**src/rtl/fetch_decode_stage.sv**
```systemverilog
// rtl/fetch_decode_stage.sv - fetch/decode stage with stall, branch redirect, RAW bubble and halt
module fetch_decode_stage #(
  parameter int                PC_W      = 6,
  parameter int                INSTR_W   = 16,
  parameter logic [PC_W-1:0]   RESET_PC  = '0,
  parameter logic [4:0]        HALT_OPC  = 5'b11111,
  parameter bit                HAZARD_EN = 1'b1
) (
  input  logic               clk,
  input  logic               reset,
  output logic [PC_W-1:0]    imem_addr,
  input  logic [INSTR_W-1:0] imem_data,
  input  logic               stall,
  input  logic               branch_taken,
  input  logic [PC_W-1:0]    branch_target,
  output logic [4:0]         opcode,
  output logic               am,
  output logic [2:0]         rd,
  output logic [2:0]         rs1,
  output logic [2:0]         rs2,
  output logic [2:0]         s_r_amount,
  output logic [3:0]         mem_addr,
  output logic [5:0]         instr_mem_addr,
  output logic               enable,
  output logic [PC_W-1:0]    pc_out,
  output logic               halted
);

  typedef enum logic [1:0] {
    ST_RUN    = 2'd0,
    ST_HAZARD = 2'd1,
    ST_HALT   = 2'd2
  } state_t;

  state_t            state_q, state_d;
  logic [PC_W-1:0]   pc_q, pc_d;
  logic [PC_W-1:0]   pc_out_q, pc_out_d;
  logic [4:0]        opcode_q, opcode_d;
  logic              am_q, am_d;
  logic [2:0]        rd_q, rd_d;
  logic [2:0]        rs1_q, rs1_d;
  logic [2:0]        rs2_q, rs2_d;
  logic [2:0]        s_r_amount_q, s_r_amount_d;
  logic [3:0]        mem_addr_q, mem_addr_d;
  logic [5:0]        instr_mem_addr_q, instr_mem_addr_d;
  logic              enable_q, enable_d;
  logic              halted_q, halted_d;

  // Fields of the incoming instruction (only the low 16 bits carry meaning)
  logic [15:0] instr;
  logic [4:0]  in_opcode;
  logic        in_am;
  logic [2:0]  in_rd, in_rs1, in_rs2;
  logic        issued_writes_rd;
  logic        hazard;

  // Slice the incoming word and detect a read of the register the issued op is writing
  always_comb begin
    instr            = imem_data[15:0];
    in_opcode        = instr[15:11];
    in_am            = instr[10];
    in_rd            = instr[9:7];
    in_rs1           = instr[6:4];
    in_rs2           = instr[3:1];
    issued_writes_rd = (opcode_q[4:3] != 2'b11);
    hazard           = enable_q && issued_writes_rd &&
                       ((in_rs1 == rd_q) || (!in_am && (in_rs2 == rd_q)));
  end

  // Next-state selection: halt > branch > stall > halt opcode > bubble > issue
  always_comb begin
    state_d          = state_q;
    pc_d             = pc_q;
    pc_out_d         = pc_out_q;
    opcode_d         = opcode_q;
    am_d             = am_q;
    rd_d             = rd_q;
    rs1_d            = rs1_q;
    rs2_d            = rs2_q;
    s_r_amount_d     = s_r_amount_q;
    mem_addr_d       = mem_addr_q;
    instr_mem_addr_d = instr_mem_addr_q;
    enable_d         = enable_q;
    halted_d         = halted_q;

    if (state_q == ST_HALT) begin
      enable_d = 1'b0;
    end else if (branch_taken) begin
      pc_d     = branch_target;
      enable_d = 1'b0;
      state_d  = ST_RUN;
    end else if (stall) begin
      // hold every register
    end else if (in_opcode == HALT_OPC) begin
      enable_d = 1'b0;
      state_d  = ST_HALT;
      halted_d = 1'b1;
    end else if (HAZARD_EN && hazard) begin
      enable_d = 1'b0;
      state_d  = ST_HAZARD;
    end else begin
      opcode_d         = in_opcode;
      am_d             = in_am;
      rd_d             = in_rd;
      rs1_d            = in_rs1;
      rs2_d            = in_rs2;
      s_r_amount_d     = instr[3:1];
      mem_addr_d       = instr[3:0];
      instr_mem_addr_d = instr[5:0];
      pc_out_d         = pc_q;
      enable_d         = 1'b1;
      pc_d             = pc_q + PC_W'(1);
      state_d          = ST_RUN;
    end
  end

  // State, PC and registered outputs; async reset returns everything to reset values
  always_ff @(posedge clk or negedge reset) begin
    if (!reset) begin
      state_q          <= ST_RUN;
      pc_q             <= RESET_PC;
      pc_out_q         <= '0;
      opcode_q         <= '0;
      am_q             <= 1'b0;
      rd_q             <= '0;
      rs1_q            <= '0;
      rs2_q            <= '0;
      s_r_amount_q     <= '0;
      mem_addr_q       <= '0;
      instr_mem_addr_q <= '0;
      enable_q         <= 1'b0;
      halted_q         <= 1'b0;
    end else begin
      state_q          <= state_d;
      pc_q             <= pc_d;
      pc_out_q         <= pc_out_d;
      opcode_q         <= opcode_d;
      am_q             <= am_d;
      rd_q             <= rd_d;
      rs1_q            <= rs1_d;
      rs2_q            <= rs2_d;
      s_r_amount_q     <= s_r_amount_d;
      mem_addr_q       <= mem_addr_d;
      instr_mem_addr_q <= instr_mem_addr_d;
      enable_q         <= enable_d;
      halted_q         <= halted_d;
    end
  end

  assign imem_addr      = pc_q;
  assign opcode         = opcode_q;
  assign am             = am_q;
  assign rd             = rd_q;
  assign rs1            = rs1_q;
  assign rs2            = rs2_q;
  assign s_r_amount     = s_r_amount_q;
  assign mem_addr       = mem_addr_q;
  assign instr_mem_addr = instr_mem_addr_q;
  assign enable         = enable_q;
  assign pc_out         = pc_out_q;
  assign halted         = halted_q;

endmodule

```
**config.mk**
```make
export PLATFORM = sky130hd
export DESIGN_NAME = fetch_decode_stage
export DESIGN_NICKNAME = d
export VERILOG_FILES = /design/src/rtl/fetch_decode_stage.sv
export SDC_FILE = /design/constraint.sdc
export NUM_CORES = 1
export LEC_CHECK = 0
export BUFFER_PORTS_ARGS = -buffer_cell sky130_fd_sc_hd__clkbuf_2
export CAP_MARGIN = 0
export CELL_PAD_IN_SITES_DETAIL_PLACEMENT = 1
export CELL_PAD_IN_SITES_GLOBAL_PLACEMENT = 2
export CORE_MARGIN = 8
export CORE_UTILIZATION = 31
export CTS_CLUSTER_DIAMETER = 30
export CTS_CLUSTER_SIZE = 30
export DETAILED_ROUTE_END_ITERATION = 16
export HOLD_SLACK_MARGIN = 0.08
export PLACE_DENSITY = 0.86
export RECOVER_POWER = 50
export SLEW_MARGIN = 20
export SYNTH_ARGS = -nofsm -noshare
export SYNTH_HDL_FRONTEND = slang
export SYNTH_SLANG_ARGS = --single-unit
export TNS_END_PERCENT = 5
```
**constraint.sdc**
```tcl
create_clock -name clk -period 5.25 [get_ports clk]
set_input_delay 1.3125 -clock clk [delete_from_list [all_inputs] [get_ports clk]]
set_output_delay 1.3125 -clock clk [all_outputs]
set_load 0.02 [all_outputs]
```
==> results of run 1 <==
## power groups by stage
stage | combinational [uW] | sequential, uW | clock, uW
global route | 470 | 428 | 218
global placement | 451 | 415 | 0
CTS | 458 | 415 | 206
floorplan | 244 | 498 | 0
finish | 438 | 411 | 197
detailed placement | 457 | 418 | 0
## cell usage in the layout (no fill, tap or decap)
cell type   count
nor4_2          1
nor3_1          7
o211ai_1        2
and4b_1         1
nor2_1          7
dfrtp_1        32
nand3_1         4
o21bai_1        1
nand2b_1        2
a21oi_1         6
mux2_2          3
nor2b_1         1
and4_1          2
o221a_2         1
a21o_1          2
buf_4           1
xor2_1          6
clkbuf_2       45
o21ai_0         2
clkbuf_8        6
nand2_1         5
a211oi_1        1
a41o_1          2
mux2_4         15
o22a_1          4
a311oi_1        1
clkbuf_1       23
nand3b_1        1
clkinvlp_4      1
o211a_1         1
a221oi_1        1
a2111oi_2       1
ha_1            1
o22ai_1         3
inv_1           2
and3_1          3
## state kept, by name (all words and copies together), names as in the netlist, 2 cells and up
name and cells:
state_q 2, s_r_amount 2, pc_out 6, rd 3, rs1 3, imem_addr 6
opcode 5
## cell usage after synthesis, types with 2 or more instances
library cell / instances / area share
nand3_1: 4 / 0.012
nand2b_1: 2 / 0.0075
o211ai_1: 2 / 0.0090
o22a_1: 4 / 0.021
buf_6: 3 / 0.020
and4_1: 2 / 0.010
inv_1: 2 / 0.0045
nor3_1: 7 / 0.021
a21oi_1: 6 / 0.018
a21o_1: 2 / 0.0090
buf_4: 12 / 0.054
xor2_1: 6 / 0.031
clkbuf_1: 3 / 0.0067
o21ai_0: 2 / 0.0060
mux2_2: 3 / 0.020
nor2_1: 7 / 0.016
o22ai_1: 3 / 0.011
nand2_1: 5 / 0.011
a41o_1: 2 / 0.012
and3_1: 3 / 0.011
dfrtp_1: 32 / 0.48
mux2_4: 15 / 0.13
## final timing paths
check	startpoint	end
hold / removal	halted	halted
max in group asynchronous	reset	imem_addr[2]
hold reg to reg	halted	halted
min in group asynchronous	reset	rs1[0]
setup reg to reg	rd[2]	am
setup / recovery	imem_data[6]	am
## critical path: stages
cell,delay (ns)
clkbuf_2,0.10
xor2_1,0.20
nor3_1,0.10
o211ai_1,0.69
and3_1,0.49
buf_4,0.37
mux2_2,0.37
## layout make-up
| class | count | area share |
|---|---|---|
| sequential | 32 | 0.3951 |
| multi-input combinational | 87 | 0.3562 |
| timing repair buffer | 68 | 0.1556 |
| tap | 70 | 0.04321 |
| clock buffer | 7 | 0.04259 |
| clock inverter | 1 | 0.003704 |
| inverter | 2 | 0.003704 |
## stage by stage
stage          hold WS, ns  setup WS [ns]  utilization
2_1_floorplan       0.5494          2.512            -
6_report            0.4607          1.795       0.3944
3_3_place_gp        0.4541          1.561       0.3815
3_5_place_dp        0.4463          1.521       0.3815
4_1_cts             0.4667          1.814       0.3997
5_1_grt             0.4780          1.655       0.3944
## logic make-up after synthesis
logic type,count (synthesis),synth area share
AO/OA/AOI/OAI,28,0.1273
XOR/XNOR,6,0.03146
adder cells (fa/ha/maj),1,0.007489
buffers and inverters,21,0.08839
flip-flops,32,0.4794
multiplexers,18,0.1551
AND/OR/NAND/NOR,34,0.1109
## per-layer routing
layer  vias to the layer above  global-route usage  part of all wire
met5                         -                   0                 0
met4                         0             0.05438             0.016
met3                         7             0.04320              0.12
met2                        52              0.1744              0.44
met1                       638              0.1536              0.43
li1                        610                   -                 -
==> flow_metrics.env, run 1 <==
export IMPL_rsz0062_at_grt="false"
export IMPL_synth_avg_cell_area_um2=11.93
export IMPL_worstMarginPinSlew_ns=1.710
export IMPL_multi_input_area_um2=721.9
export IMPL_dp_cells=259
export IMPL_cts_made_buffers=5
export IMPL_violations="max-capacitance violations, max-slew violations"
export IMPL_p_leak_uw=0.0009913
export IMPL_p_sw_frac=0.4184
export IMPL_fillers=627
export IMPL_required_ns=5.42
export IMPL_power_switching_uw=437.8
export IMPL_grt_overflow_total=0
export IMPL_synth_seq_cells=32
export IMPL_period_needed_ns=3.455
export IMPL_clkLatencyLatePin_ns=0.28
export IMPL_chipWidth_um=89.41
export IMPL_grt_total_usage=0.1197
export IMPL_hold_class="flip-flop to flip-flop"
export IMPL_slew_violations=33
export IMPL_vias=1307
export IMPL_num_rows=26
export IMPL_synthFlopType="dfrtp_1"
export IMPL_max_slew_margin=-0.1403
export IMPL_drv_cap=1
export IMPL_ctsResizeCount=0
export IMPL_drive_gt1_frac=0.3756
export IMPL_hpwlAfterDp_mm=3.428
export IMPL_start_util=0.3250
export IMPL_cp_end_kind="flip-flop"
export IMPL_ff2ff_setup_slack_ns=2.49
export IMPL_cts_setup_buffers=0
export IMPL_worstPathArrival_ns=3.63
export IMPL_ys_seq_area_frac=0.4794
export IMPL_antenna_found_initial=0
export IMPL_finalNonFillerCells=267
export IMPL_finalHoldViolations=0
export IMPL_cts_max_level=2
export IMPL_intPower_uw=608.5
export IMPL_gp_congestion=0.7667
export IMPL_clockBufferDepth=2
export IMPL_synth_cell_type_count=35
export IMPL_clkTransAtPathRegs_ns=0.07
export IMPL_n_antenna_cell=0
export IMPL_fin_area_um2=2027
export IMPL_drc=0
export IMPL_setup_violations=0
export IMPL_synth_edf_count=0
export IMPL_startpoint_type="primary input"
export IMPL_wl_mm=4.459
export IMPL_worstRegToRegCells=6
export IMPL_p_total_uw=1046
export IMPL_first_pass_iters=4
export IMPL_dpl_cell_area_um2=1961
export IMPL_drt_iter0_drc=27
export IMPL_syn_area_um2=1670
export IMPL_nets=223
export IMPL_fmax_mhz=289.5
export IMPL_fp_dieArea_um2=7993
export IMPL_syn_nets=167
export IMPL_clock_sinks=32
export IMPL_grt_pass1_wl_mm=7.134
export IMPL_grt_pass1_vias=1372
export IMPL_drt_vias_per_instance=4.895
export IMPL_critical_path_class="primary input to flip-flop"
export IMPL_buffer_ports_inserted=67
export IMPL_cts_tree="done"
export IMPL_grt_max_degree=33
export IMPL_p_comb_frac=0.419
export IMPL_cp_max_fo=17
export IMPL_power_frac_clock=0.189
export IMPL_async_reset_ff_frac=1.000
export IMPL_die_height_um=89.41
export IMPL_syn_inst=140
export IMPL_seqPwrFrac=0.393
export IMPL_hold_depth=1
export IMPL_finalCritPeriodShare=0.6580
export IMPL_outcome="finished, violations left"
export IMPL_seq_area_um2=800.8
export IMPL_fin_tns_setup_ns=0
export IMPL_core_area_um2=5140
export IMPL_ant_nets=0
export IMPL_postCtsHoldBufs=0
export IMPL_clock_root_buffer="clkbuf_8"
export IMPL_ios=68
export IMPL_final_setup_skew_ns=0.004797
export IMPL_peakVddDrop_uv=143.5
export IMPL_syn2layout_area_growth_pct=21.35
export IMPL_wl_per_cell_um=16.70
export IMPL_yosysWarningCount=0
export IMPL_pwr_density_cell_nw_per_um2=516.2
No activity file was read; power rests on OpenSTA's default activity.
==> inputs of run 2 (changes only) <==
--- a/config.mk
+++ b/config.mk
@@ -10,12 +10,12 @@
 export CELL_PAD_IN_SITES_DETAIL_PLACEMENT = 1
 export CELL_PAD_IN_SITES_GLOBAL_PLACEMENT = 2
 export CORE_MARGIN = 8
-export CORE_UTILIZATION = 31
+export CORE_UTILIZATION = 29
 export CTS_CLUSTER_DIAMETER = 30
 export CTS_CLUSTER_SIZE = 30
 export DETAILED_ROUTE_END_ITERATION = 16
 export HOLD_SLACK_MARGIN = 0.08
-export PLACE_DENSITY = 0.86
+export PLACE_DENSITY = 0.81
 export RECOVER_POWER = 50
 export SLEW_MARGIN = 20
 export SYNTH_ARGS = -nofsm -noshare
==> constraint.sdc (replaced) <==
create_clock -name clk -period 3.6 [get_ports clk]
set_input_delay 0.9 -clock clk [delete_from_list [all_inputs] [get_ports clk]]
set_output_delay 0.9 -clock clk [all_outputs]
set_load 0.02 [all_outputs]
==> run 2 against run 1 <==
Net effect: the run still ends with max-capacitance violations, max-slew violations left; die area is 5.6% higher; clock power is 94% higher; highest routed layer unchanged; clock skew is 0.0058 ns higher; largest cell class unchanged; via count is 0.46% higher; non-clock buffer count is 1 higher; critical endpoint is now pc_out[5]; sequential share of layout area is 0.72 points lower; worst hold slack better by 0.0037 ns.
==> flow_metrics.env, run 2 (synthesis results as in run 1) <==
export IMPL_rsz0062_at_grt="false"
export IMPL_gr_usage_met2=0.1758
export IMPL_grt_pass1_vias=1415
export IMPL_ctsResizeCount=0
export IMPL_slew_violations=33
export IMPL_fillers=647
export IMPL_grt_util_met3=0.04645
export IMPL_die_height_um=91.90
export IMPL_drive_gt1_frac=0.3838
export IMPL_chipWidth_um=91.90
export IMPL_multi_input_area_um2=715.7
export IMPL_drt_iter0_drc=39
export IMPL_postCtsHoldBufs=0
export IMPL_hold_class="flip-flop to flip-flop"
export IMPL_busiest_layer="met2"
export IMPL_worstPathArrival_ns=2.81
export IMPL_grt_max_degree=33
export IMPL_outcome="finished, violations left"
export IMPL_final_setup_skew_ns=0.01056
export IMPL_drt_vias_per_instance=4.863
export IMPL_clkLatencyLatePin_ns=0.29
export IMPL_clockBufferDepth=2
export IMPL_first_pass_iters=4
export IMPL_p_leak_uw=0.001020
export IMPL_peakVddDrop_uv=299.7
export IMPL_cp_end_kind="flip-flop"
export IMPL_period_needed_ns=2.643
export IMPL_num_rows=27
export IMPL_worstRegToRegCells=6
export IMPL_finalCritPeriodShare=0.7341
export IMPL_fin_area_um2=2064
export IMPL_ios=68
export IMPL_startpoint_type="primary input"
export IMPL_clock_sinks=32
export IMPL_seq_area_um2=800.8
export IMPL_mostFrequentLayoutCells="clkbuf_2 (46), dfrtp_1 (32), clkbuf_1 (21)"
export IMPL_buffer_ports_inserted=67
export IMPL_vias=1313
export IMPL_cp_max_fo=12
export IMPL_gp_congestion=0.7772
export IMPL_drc=0
export IMPL_cts_tree="done"
export IMPL_max_slew_margin=-0.1611
export IMPL_fin_tns_setup_ns=0
export IMPL_use_met1=0.1295
export IMPL_drv_cap=1
export IMPL_setup_violations=0
export IMPL_finalHoldViolations=0
export IMPL_grt_total_usage=0.1114
export IMPL_hold_depth=1
export IMPL_cts_max_level=2
export IMPL_n_antenna_cell=0
export IMPL_ant_nets=0
export IMPL_core_area_um2=5540
export IMPL_start_util=0.3015
export IMPL_grt_overflow_total=0
export IMPL_hold_ws_ns=0.4644
export IMPL_antenna_found_initial=0
export IMPL_dpl_cell_area_um2=1971
export IMPL_cts_made_buffers=5
export IMPL_required_ns=3.77
export IMPL_fmax_mhz=378.4
export IMPL_violations="max-capacitance violations, max-slew violations"
export IMPL_wl_mm=4.536
export IMPL_fp_dieArea_um2=8445
export IMPL_worstMarginPinSlew_ns=1.742
export IMPL_nets=224
export IMPL_critical_path_class="primary input to flip-flop"
export IMPL_grt_pass1_wl_mm=7.603
export IMPL_cts_setup_buffers=0
export IMPL_clkTransAtPathRegs_ns=0.07
export IMPL_syn2layout_area_growth_pct=23.60
export IMPL_p_total_uw=1614
export IMPL_final_common_cell="clkbuf_2"
export IMPL_clock_root_buffer="clkbuf_8"
export IMPL_pwr_density_cell_nw_per_um2=781.6
export IMPL_hpwlAfterDp_mm=3.481
export IMPL_wl_per_cell_um=16.80
[run 2: layout make-up]
type / count / area share
Sequential cell: 32 / 0.3879
Multi-Input combinational cell: 87 / 0.3467
Timing Repair Buffer: 69 / 0.1570
Clock buffer: 7 / 0.04667
Tap cell: 72 / 0.04364
Clock inverter: 1 / 0.01455
Inverter: 2 / 0.003636
[run 2: through the flow]
| stage | utilization | std cells | setup WS (ns) |
|---|---|---|---|
| 6_report | 0.3726 | 270 | 0.9574 |
| 5_1_grt | 0.3726 | 270 | 0.8311 |
| 4_1_cts | 0.3785 | 270 | 0.9617 |
| 3_5_place_dp | 0.3557 | 262 | 0.6504 |
| 3_3_place_gp | 0.3557 | 262 | 0.7023 |
| 2_1_floorplan | - | 140 | 1.274 |
[run 2: worst paths after layout]
path | to | startpoint | slack, ns
hold / removal | halted | halted | 0.46
setup / recovery | pc_out[5] | imem_data[5] | 0.96
max in group asynchronous | opcode[2] | reset | 1.52
min in group asynchronous | imem_addr[2] | reset | 1.07
setup reg to reg | pc_out[5] | rd[1] | 1.22
hold reg to reg | halted | halted | 0.46
[run 2: worst max-delay path, cell delays in order]
cell	delay, ns
clkbuf_2	0.10
xor2_1	0.17
nor3_1	0.09
o211ai_1	0.66
and3_1	0.29
buf_4	0.24
mux2_2	0.36
[run 2: per-layer routing]
layer | up-vias | share of wire | routed length [um]
met2 | 49 | 0.46 | 2091
met3 | 5 | 0.083 | 378
met1 | 642 | 0.44 | 1988
met4 | 0 | 0.017 | 78
met5 | - | 0 | 0
li1 | 617 | - | -
[run 2: power breakdown]
group / switching (uW) / internal, uW / leakage, uW
clock network: 138 / 244 / 0.0000645
registers: 124 / 477 / 0.000398
logic: 376 / 255 / 0.000557
total: 638 / 976 / 0.00102
